## config.mk

```make
export PLATFORM = sky130hd
export DESIGN_NAME = network_sequencer
export DESIGN_NICKNAME = d
export VERILOG_FILES = /design/src/rtl/nn_ctrl_pkg.sv /design/src/rtl/watchdog_timer.sv /design/src/rtl/network_sequencer.sv
export SDC_FILE = /design/constraint.sdc
export NUM_CORES = 1
export LEC_CHECK = 0
export ABC_AREA = 1
export CORE_MARGIN = 4
export CORE_UTILIZATION = 48
export DETAILED_ROUTE_END_ITERATION = 12
export PLACE_DENSITY_LB_ADDON = 0.15
export SYNTH_ARGS = -nofsm -noshare
export SYNTH_HDL_FRONTEND = slang
export SYNTH_SLANG_ARGS = --single-unit
```

## constraint.sdc

```tcl
create_clock -name clk -period 1.3 [get_ports clk]
set_input_delay 0.13 -clock clk [delete_from_list [all_inputs] [get_ports clk]]
set_output_delay 0.13 -clock clk [all_outputs]
set_load 0.01 [all_outputs]
```

## src/rtl/nn_ctrl_pkg.sv

```systemverilog
// Shared definitions for the neural-network layer controllers.
package nn_ctrl_pkg;

  typedef enum logic [2:0] {
    StIdle  = 3'd0,
    StRun   = 3'd1,
    StGap   = 3'd2,
    StOut   = 3'd3,
    StError = 3'd4
  } ctrl_state_e;

endpackage

```

## src/rtl/watchdog_timer.sv

```systemverilog
// Up-counter that flags expiry once LIMIT cycles have been counted since the last clear.
module watchdog_timer #(
  parameter int unsigned LIMIT   = 2,
  parameter int unsigned TIMER_W = $clog2(LIMIT + 1)
) (
  input  logic clk,
  input  logic reset,
  input  logic clear,
  input  logic enable,
  output logic expire
);

  logic [TIMER_W-1:0] r_count;

  always_ff @(posedge clk or negedge reset) begin
    if (!reset) begin
      r_count <= '0;
    end else if (clear) begin
      r_count <= '0;
    end else if (enable) begin
      r_count <= r_count + 1'b1;
    end
  end

  // Combinational so the owner can leave its state on the edge that ends the last cycle.
  assign expire = (r_count == TIMER_W'(LIMIT - 1));

endmodule

```

## src/rtl/network_sequencer.sv

```systemverilog
// Sequences a chain of fully-connected layers: accept, enable each layer in turn, capture its
// result, hand the final result downstream; a watchdog aborts a layer that never finishes.
module network_sequencer
  import nn_ctrl_pkg::*;
#(
  parameter int unsigned NUM_LAYERS     = 2,
  parameter int unsigned TIMEOUT_CYCLES = 255,
  parameter int unsigned GAP_CYCLES     = 1,
  parameter int unsigned LAYER_IDX_W    = ($clog2(NUM_LAYERS) > 0) ? $clog2(NUM_LAYERS) : 1,
  parameter int unsigned TIMER_W        = $clog2(TIMEOUT_CYCLES + 1)
) (
  input  logic                   clk,
  input  logic                   reset,
  input  logic                   inValid,
  output logic                   inReady,
  output logic [NUM_LAYERS-1:0]  layerValid,
  input  logic [NUM_LAYERS-1:0]  layerOutValid,
  output logic [NUM_LAYERS-1:0]  capture,
  output logic                   outValid,
  input  logic                   outReady,
  output logic                   busy,
  output logic [LAYER_IDX_W-1:0] activeLayer,
  output logic                   timeoutErr,
  input  logic                   clearErr
);

  localparam logic [LAYER_IDX_W-1:0] LastLayer = LAYER_IDX_W'(NUM_LAYERS - 1);

  ctrl_state_e            r_state, w_state_d;
  logic [LAYER_IDX_W-1:0] r_k, w_k_d;
  logic                   w_in_run, w_in_gap, w_done, w_timeout, w_gap_done;
  logic [NUM_LAYERS-1:0]  w_layer_valid_d, w_capture_d;

  assign w_in_run = (r_state == StRun);
  assign w_in_gap = (r_state == StGap);
  assign w_done   = w_in_run && layerOutValid[r_k];

  watchdog_timer #(
    .LIMIT   (TIMEOUT_CYCLES),
    .TIMER_W (TIMER_W)
  ) u_layer_wdt (
    .clk    (clk),
    .reset  (reset),
    .clear  (!w_in_run),
    .enable (w_in_run),
    .expire (w_timeout)
  );

  watchdog_timer #(
    .LIMIT   (GAP_CYCLES),
    .TIMER_W ($clog2(GAP_CYCLES + 1))
  ) u_gap_timer (
    .clk    (clk),
    .reset  (reset),
    .clear  (!w_in_gap),
    .enable (w_in_gap),
    .expire (w_gap_done)
  );

  always_comb begin
    w_state_d = r_state;
    w_k_d     = r_k;
    case (r_state)
      StIdle: begin
        if (inValid && inReady) begin
          w_state_d = StRun;
          w_k_d     = '0;
        end
      end
      StRun: begin
        // A done in the final watchdog cycle still counts.
        if (w_done) begin
          w_state_d = (r_k == LastLayer) ? StOut : StGap;
        end else if (w_timeout) begin
          w_state_d = StError;
        end
      end
      StGap: begin
        if (w_gap_done) begin
          w_state_d = StRun;
          w_k_d     = r_k + 1'b1;
        end
      end
      StOut: begin
        if (outValid && outReady) begin
          w_state_d = StIdle;
        end
      end
      StError: begin
        if (clearErr) begin
          w_state_d = StIdle;
        end
      end
      default: w_state_d = StIdle;
    endcase
  end

  always_comb begin
    w_layer_valid_d = '0;
    w_capture_d     = '0;
    for (int i = 0; i < NUM_LAYERS; i++) begin
      w_layer_valid_d[i] = (w_state_d == StRun) && (w_k_d == LAYER_IDX_W'(i));
      w_capture_d[i]     = w_done && (r_k == LAYER_IDX_W'(i));
    end
  end

  // Outputs are decoded from the next state so they line up with the state register.
  always_ff @(posedge clk or negedge reset) begin
    if (!reset) begin
      r_state     <= StIdle;
      r_k         <= '0;
      inReady     <= 1'b0;
      layerValid  <= '0;
      capture     <= '0;
      outValid    <= 1'b0;
      busy        <= 1'b0;
      activeLayer <= '0;
      timeoutErr  <= 1'b0;
    end else begin
      r_state     <= w_state_d;
      r_k         <= w_k_d;
      inReady     <= (w_state_d == StIdle);
      layerValid  <= w_layer_valid_d;
      capture     <= w_capture_d;
      // The last capture gets its own cycle before the result is offered.
      outValid    <= (w_state_d == StOut) && (r_state == StOut);
      busy        <= (w_state_d != StIdle);
      activeLayer <= (w_state_d == StRun) ? w_k_d : '0;
      timeoutErr  <= (w_state_d == StError);
    end
  end

endmodule
```

==> After elaboration in Yosys (flattened, before gate mapping) <==
Cells that the tools add are included.
{ "op_classes": {"mul": 0, "n_bitwise": 2, "n_shift": 0, "magnitude_cmp": 1, "mux": 16, "n_reduce_logical": 11, "n_eq_ne": 8, "n_div": 0, "add_sub_neg": 3} }
{ "ops": {"columns": ["cell", "n"], "rows": [
  ["3-bit 2-to-1 mux", 6],
  ["3-bit case mux with 5 select lines", 1],
  ["3-bit by 2-bit == test with 1-bit output (second input constant)", 3],
  ["8-bit by 1-bit adder with 8-bit output (second input constant)", 1],
  ["8-bit == test (second input constant)", 1],
  ["1-bit logical AND", 8],
  ["8-bit 2-to-1 mux", 1],
  ["1-bit 2-to-1 mux", 7],
  ["3-bit by 1-bit == test with 1-bit output (second input constant)", 2],
  ["3-bit == test (second input constant)", 2],
  ["3-bit zero test", 2],
  ["3-bit nonzero test", 1],
  ["1-bit adder (second input constant)", 2],
  ["1-bit by 2-bit < comparator with 1-bit output (second input constant)", 1],
  ["1-bit NOT", 2],
  ["1-bit case mux with 2 select lines", 1]
]} }
{ "totals": {"ramBits": 0, "n_memories": 0, "input_bits": 7, "register_bits": 22, "rom_bits": 0, "latchBits": 0, "word_cells": 52, "out_inout_bits": 9} }

==> Depth between registers and ports, before layout <==
Gate-level depths: netlist of the first run.
{ "depth": {"ltp_word": 7, "ltp_mapped": 10, "mapped_depth_nobuf": 10} }

==> Hierarchy <==
Synthesis of the first run repeated with hierarchy kept, for this count alone.
{ "unflattened": {"hier_cells": 133, "area_unflattened_um2": 1074.8} }
{ "by_module_without_submodules": {"columns": ["module", "instances", "cells_per_inst", "seq_area_each_um2", "area_per_inst_um2"], "rows": [
  ["network_sequencer", 1, 67, 300.3, 558.0],
  ["watchdog_timer at u_layer_wdt", 1, 59, 200.2, 466.7],
  ["watchdog_timer at u_gap_timer", 1, 7, 25.0, 50.0]
]} }

==> Worst setup path before layout of the first run <==
OpenSTA, ideal clock, no wires.
{ "synth_path": {"path_kind": "register to register", "from": "reg r_state[1]", "to": "reg inReady", "required_time_ns": 1.181, "path_stages_with_launch": 8, "setup_slack_ns": 0.133, "t_arrival_ns": 1.048, "setup_time_ns": 0.119, "cell_sequence": "dfrtp_1 buf_6 nor2_4 nand2_4 nor2_4 nand2_2 a21oi_2 nor2_1"} }
{ "synth_between": {"elab_chain_len": 5, "elab_cells_between_ends": 14, "classes_between": "eq/ne (4); mux (7); reduce/logical (3)"} }
{ "synth_lines": {"columns": ["element", "line_no", "source"], "rows": [
  ["from (decl)", "network_sequencer.sv:29", "ctrl_state_e r_state, w_state_d;"],
  ["from (signal assigned)", "network_sequencer.sv:110", "r_state <= StIdle;"],
  ["from (signal assigned)", "network_sequencer.sv:120", "r_state <= w_state_d;"],
  ["3-bit by 1-bit == test with 1-bit output", "network_sequencer.sv:34, network_sequencer.sv:63", null],
  ["1-bit logical AND", "network_sequencer.sv:36", "assign w_done = w_in_run && layerOutValid[r_k];"],
  ["3-bit 2-to-1 mux", "network_sequencer.sv:72", "if (w_done) begin"],
  ["3-bit case mux with 5 select lines *", "network_sequencer.sv:63", "case (r_state)"],
  ["net w_state_d[2]", "network_sequencer.sv:29", null],
  ["3-bit zero test *", "network_sequencer.sv:122", "inReady <= (w_state_d == StIdle);"],
  ["to (signal assigned)", "network_sequencer.sv:122", null],
  ["to (decl)", "network_sequencer.sv:15", "output logic inReady,"]
]} }
Mark *: on every way through the listed nets, which the timed path passes. The rest lies on a longest branch.

==> Final worst setup path of the first run <==
{ "layout_path": {"from": "reg r_state[0]", "to": "reg inReady"} }
{ "layout_between": {"elab_chain_len": 5, "elab_cells_between_ends": 14, "classes_between": "eq/ne (4); mux (7); reduce/logical (3)"} }
{ "layout_lines": {"columns": ["element", "line_no"], "rows": [
  ["3-bit by 1-bit == test with 1-bit output", "network_sequencer.sv:34, network_sequencer.sv:63"],
  ["1-bit logical AND", "network_sequencer.sv:36"],
  ["3-bit 2-to-1 mux", "network_sequencer.sv:72"],
  ["3-bit case mux with 5 select lines *", "network_sequencer.sv:63"],
  ["3-bit zero test *", "network_sequencer.sv:122"]
]} }
Mark *: on every way between the ends. The rest lies on a longest branch, timed or not.

==> metrics.txt, run 1 <==
Nets=152; Antenna diodes=0; Cells after Synth=118; CP Cell Sequence=inv_2 -> nand4_1 -> nand2_1 -> nor2_4 -> nand3_1 -> nor2_2; crit share post-route=104%; relative slew slack=79.1%; worst clock skew=0.0119 ns; DP HPWL=1510 um; GRT met2 Usage=24.5%; row count=16; first-pass GRT wire length=3370 um; Pleak=0.727 nW; Ports=16; Worst Slack Setup Final=-0.0457 ns; FF/Latch Area=527 um^2; worst path required time=1.53 ns; commonest non-fill, non-tap cells in the layout=dfrtp_1, nand2_1, nor2_1, nor2_2, inv_1; GRT Overall Usage=16.0%; R2R Path End=inReady$_DFF_PN0_; layout cell share with drive strength beyond 1=33.8%; filler instances=176; Placer Congestion=0.869; Hold Fails Final Rpt=0; crit path DAT=1.58 ns; met3 Usage GRT=3.00%; Max Fclk=743 MHz; syn avg cell area=8.79 um^2; run status=complete, but fails checks; Routed wire per std cell=12.7 um; CP max-delay cell=dfrtp_1; Num CTS Buffers=3; Vias=865; worst r2r src=r_state[0]$_DFF_PN0_; critical path launch point type=register; Yosys reg bits=21; Worst-path clk slew=0.12 ns; initial core utilization=51.8%; vias in the first global route=804; fin. max-slew vios=0; clk sinks=21; initial antenna violation count=0; Final Critical Period=1.35 ns; post-route ant nets=0; Cell variety after synth=21; failing checks=negative setup slack; post-DR vias/cell=5.12; hold_buf cts=0; peak supply drop=1.35 mV; width of the die=54.5 um; Worst Max-Slew Pin Slew=0.314 ns; Clk Tree Root Cell=clkbuf_4; Core Util, Final=67.6%; Synth warnings=0; largest net degree at the start of global routing=22; area of the multi-input gates=504 um^2; critical path depth=6; busiest grt layer=met2; critical path class=register to register; Core Area=2000 um^2; delay-heaviest family, CP=simple AND/OR/NAND/NOR gates; htree depth=1; final setup fails=3; max-cap violations=0; DIE AREA=2970 um^2; clock tree from TritonCTS=built; syn nets=127; DRT Pass-1 Iters=4; grt ovf=0; clk buf depth=2; Chip Height=54.5 um; Syn-to-layout area delta=30.5%; clk_lat worst skew=0.30 ns; Worst Path Max Fanout=6; leading cell type in the layout, fill and taps excluded=dfrtp_1; reg2reg path depth=6; CP endpoint kind=register; wirelength, routed=2140 um; DRC=0; RSZ-0062 raised after global routing=yes; Reg2Reg Setup Slack=-0.05 ns; Syn Std Cell Area=1040 um^2; DRT iter0 DRCs=11; pwr/cell area=1900 nW/um^2; M1 GR Usage=22.2%; Worst path max stage delay=0.54 ns; Buf/Inv on CP=1; sequential-to-total area share from yosys stat=50.7%; Fin Setup TNS=-0.0694 ns; Buffers on Ports=15; Hold Path Class=input pin to async pin
==> report_power, final <==
| group | leakage (nW) | internal, mW | total (mW) | switching, mW |
|---|---|---|---|---|
| logic | 0.435 | 0.549 | 1.27 | 0.723 |
| registers | 0.277 | 0.824 | 0.990 | 0.166 |
| clock network | 0.0150 | 0.119 | 0.308 | 0.189 |
| total | 0.727 | 1.49 | 2.57 | 1.08 |
==> state kept, by name, summed over array words and instances (netlist names) <==
signal	flops
activeLayer	1
r_state	3
busy	1
layerValid	1
timeoutErr	1
inReady	1
capture	2
u_layer_wdt.r_count	8
u_gap_timer.r_count	1
outValid	1
r_k	1
==> per-layer routing <==
metal / vias up / part of all wire [%] / wire (um)
met5: - / 0 / 0
met4: 0 / 1.3 / 28
met3: 5 / 5.9 / 127
met2: 22 / 48 / 1020
met1: 411 / 45 / 965
li1: 427 / - / -
==> cells by family (layout without fill, tap and decap cells) <==
group                    after synthesis  after routing  share of synthesized area (%)
buffers and inverters                 18             42                           7.60
flip-flops                            21             21                           50.7
AO/OA/AOI/OAI                         14             14                           7.84
adder cells (fa/ha/maj)                2              2                           2.41
AND/OR/NAND/NOR                       63             63                           31.5
==> per-stage QoR <==
step	power [mW]	setup slack [ns]	instance area (um^2)	hold WS [ns]	std cells
floorplan	1.74	0.133	1040	-0.166	118
global placement	2.08	0.00000822	1220	0.447	161
detailed placement	2.11	-0.0414	1220	0.460	161
CTS	2.38	0.00274	1250	0.170	165
global route	2.77	-0.110	1350	0.170	169
finish	2.57	-0.0457	1350	0.151	169
==> timing repair <==
item	CTS	global route
resized for setup	8	21
cloned	0	0
setup buffers	0	4
pin swaps	0	6
setup endpoints to repair	10	12
==> cell usage after synthesis, drive strengths merged <==
cell type  number  area share [%]
o21ai           4             1.9
ha              2             2.4
a21oi          10             5.9
or2             1            0.60
buf             2             1.8
nand3          11             5.8
nand4           3             2.4
nand2          20             8.7
dfrtp          21              51
inv            16             5.8
nor3            2            0.97
nor2           26              13
==> cell type report <==
class | count | share of cell area [%]
Multi-Input combinational cell | 79 | 37.2
Clock buffer | 4 | 1.94
Inverter | 16 | 4.44
Tap cell | 27 | 2.50
Timing Repair Buffer | 22 | 15.0
Sequential cell | 21 | 38.9
==> worst max path at each step <==
| stage | start | to | slack [ns] |
|---|---|---|---|
| floorplan | r_state[1]$_DFF_PN0_ | inReady$_DFF_PN0_ | 0.13 |
| global placement | layerOutValid[1] | busy$_DFF_PN0_ | 0.000008 |
| detailed placement | layerOutValid[1] | busy$_DFF_PN0_ | -0.04 |
| CTS | r_state[1]$_DFF_PN0_ | inReady$_DFF_PN0_ | 0.003 |
| global route | u_layer_wdt.r_count[0]$_DFF_PN0_ | u_layer_wdt.r_count[7]$_DFF_PN0_ | -0.11 |
| finish | r_state[0]$_DFF_PN0_ | inReady$_DFF_PN0_ | -0.05 |
Power figures use the tool's default switching activity.
==> run 2, diff against run 1 <==
--- a/config.mk
+++ b/config.mk
@@ -8,6 +8,7 @@
 export ABC_AREA = 1
 export CORE_MARGIN = 4
 export CORE_UTILIZATION = 48
+export CTS_CLUSTER_DIAMETER = 40
 export DETAILED_ROUTE_END_ITERATION = 12
 export PLACE_DENSITY_LB_ADDON = 0.15
 export SYNTH_ARGS = -nofsm -noshare
==> results of run 2 <==
Final layout, timing and power as in run 1 (identical DEF).
==> run 3, diff against run 2 <==
--- a/config.mk
+++ b/config.mk
@@ -5,7 +5,6 @@
 export SDC_FILE = /design/constraint.sdc
 export NUM_CORES = 1
 export LEC_CHECK = 0
-export ABC_AREA = 1
 export CORE_MARGIN = 4
 export CORE_UTILIZATION = 48
 export CTS_CLUSTER_DIAMETER = 40
==> run 3 against run 2 <==
Net effect:
- the flow still finishes with violations (negative setup slack)
- die area is 9.1% lower
- hold slack gained 0.034 ns
- total power rose by 2.1%
- global-route usage is 2.0 points higher
- fmax decreased by 17%
- sequential power fell by 2.1%
- final cell count decreased by 13%
- flip-flop and latch count unchanged
- sequential share of layout area fell by 0.77 points
- register-to-register slack worse by 0.28 ns
- critical path depth decreased by 2
- non-clock buffer count rose by 19
- critical path type unchanged
- critical endpoint is now busy$_DFF_PN0_
==> metrics.txt, run 3 <==
crit path DAT=1.81 ns; max-cap violations=0; critical path class=register to register; EDFF count, synth=0; final setup fails=9; dominant cells by area after synthesis=dfrtp_1, xor2_1, nor2_1, a21oi_1, ha_1; Syn-to-layout area delta=49.7%; Top reg by flops=u_layer_wdt.r_count; post-DR vias/cell=5.32; Pleak=0.690 nW; clk buf depth=2; failing checks=negative setup slack; top-area cell type share of the netlist area=56.7%; dpl cell area=1250 um^2; Core Area=1780 um^2; Worst path max stage delay=0.46 ns; row count=15; first-pass GRT wire length=3580 um; layout cell share with drive strength beyond 1=38.5%; Worst-path clk slew=0.12 ns; wirelength, routed=2290 um; RSZ-0062 raised after global routing=yes; final instance area=1390 um^2; post-synth top area cell=dfrtp_1; worst clock skew=0.00563 ns; Syn Std Cell Area=927 um^2; leading cell type in the layout, fill and taps excluded=buf_4; Fin Setup TNS=-1.63 ns; most frequent cell after synthesis=dfrtp_1; largest net degree at the start of global routing=22; DP HPWL=1510 um; CP Cell Sequence=mux2i_2 -> nor2_1 -> a311o_2 -> or3_1; worst slack at placement=-0.404 ns; Ports=16; clk sinks=21; Chip Height=52.0 um; pwr/cell area=1890 nW/um^2; Final Critical Period=1.62 ns; CP max-delay cell=dfrtp_2; syn nets=90; relative slew slack=80.6%; crit share post-route=125%; registers with the most flip-flops=u_layer_wdt.r_count (8), r_state (3), capture (2); clock tree from TritonCTS=built; fin. max-slew vios=0; Non-Filler Instances=147; syn avg cell area=11.4 um^2; Vias=782; Synth warnings=0; critical path launch point=r_k$_DFF_PN0_; DIE AREA=2700 um^2; dpl cells=138; post-route ant nets=0; Num CTS Buffers=3; critical path launch point type=register; DRT iter0 DRCs=10; top cells by count, synth=dfrtp_1, nor2_1, a21oi_1, xor2_1, nand3_1; Clk Tree Root Cell=clkbuf_4; vias in the first global route=793; DRT Pass-1 Iters=4; Worst Slack Setup Final=-0.324 ns; DRC=0; CP endpoint kind=register; GRT Overall Usage=18.0%; Yosys reg bits=21; width of the die=52.0 um; filler instances=117; Max Fclk=616 MHz; run status=complete, but fails checks; worst r2r src=r_k$_DFF_PN0_; max FFs per register=8; Cell variety after synth=32; Worst Max-Slew Pin Slew=0.288 ns; grt ovf=0; Placer Congestion=0.812; initial antenna violation count=0; clk_lat worst skew=0.30 ns; peak supply drop=1.38 mV; Hold Fails Final Rpt=0; Hold Path Class=input pin to async pin; htree depth=1; hold_buf cts=0; commonest non-fill, non-tap cells in the layout=buf_4, dfrtp_1, nor2_1, buf_6; sequential-to-total area share from yosys stat=56.7%; Cells after Synth=81; Synth Flop Type=dfrtp_1; Routed wire per std cell=15.6 um; Antenna diodes=0; Nets=132; Power, Total=2.63 mW; initial core utilization=52.0%; ys async rst share=100%; worst path required time=1.49 ns; Buffers on Ports=15; Worst Path Max Fanout=5
==> run 3: cell count changes after synthesis, sizes merged, moves of 5 or more <==
| cell | delta |
|---|---|
| a21oi | -5 |
| inv | -14 |
| xor2 | +5 |
| nand3 | -8 |
| nor2 | -16 |
| nand2 | -19 |
==> run 3: repair_timing <==
action	in CTS	in global routing
buffers inserted	1	5
cloned	0	0
endpoints found under the setup margin	16	14
endpoints found under the hold margin	0	0
pin swaps	1	5
resized for setup	20	12
==> run 3: logic make-up (layout without fill, tap and decap cells) <==
kind of cell,after synthesis,count (layout),synth area share [%]
AOI/OAI and AO/OA,12,12,8.64
xor gates and xnor gates,6,6,5.67
adders and majority gates,2,2,2.70
buffers and inverters,6,47,3.51
muxes,2,2,2.29
and+or+nand+nor,32,32,20.5
DFF,21,21,56.7
==> run 3: worst paths after layout <==
kind | slack (ns) | cells after the start | end
max in group asynchronous | 0.88 | 2 | r_k$_DFF_PN0_
min in group clk | 0.42 | 2 | outValid$_DFF_PN0_
setup reg to reg | -0.32 | 4 | busy$_DFF_PN0_
setup / recovery | -0.32 | 4 | busy$_DFF_PN0_
hold / removal | 0.19 | 2 | u_layer_wdt.r_count[6]$_DFF_PN0_
hold reg to reg | 0.50 | 1 | outValid$_DFF_PN0_
==> run 3: critical path, delay by kind of cell, from the launching register on <==
family,cells,cell delay (ns)
flip-flops,1,0.46
AND/OR/NAND/NOR,2,0.42
AO/OA/AOI/OAI,1,0.38
multiplexers,1,0.27
==> run 3: power breakdown <==
part | leakage [nW] | switching [mW] | total (mW) | internal, mW
Combinational | 0.399 | 0.579 | 1.34 | 0.761
Clock | 0.0150 | 0.197 | 0.316 | 0.119
Sequential | 0.275 | 0.148 | 0.969 | 0.821
==> run 3: through the flow <==
stage	util, %	hold WS, ns
after global routing	77.8	0.197
after global placement	70.0	0.477
after floorplan	-	-0.166
after detailed placement	70.0	0.488
final	77.8	0.185
after CTS	74.5	0.201
==> run 3: final cells by class <==
| cell class | instances | area, um^2 | area share [%] |
|---|---|---|---|
| Inverter | 2 | 7.51 | 0.541 |
| Sequential cell | 21 | 529 | 38.1 |
| Clock buffer | 4 | 26.3 | 1.89 |
| Timing Repair Buffer | 41 | 364 | 26.2 |
| Multi-Input combinational cell | 54 | 429 | 30.9 |
| Tap cell | 25 | 31.3 | 2.25 |
==> run 3: metal layers <==
layer  vias to the layer above  track usage (%)  routed length (um)
li1                        369                -                   -
met1                       389             23.2                1020
met2                        18             30.1                1130
met3                         6             3.72                  85
met4                         0             5.24                  56
met5                         -                0                   0
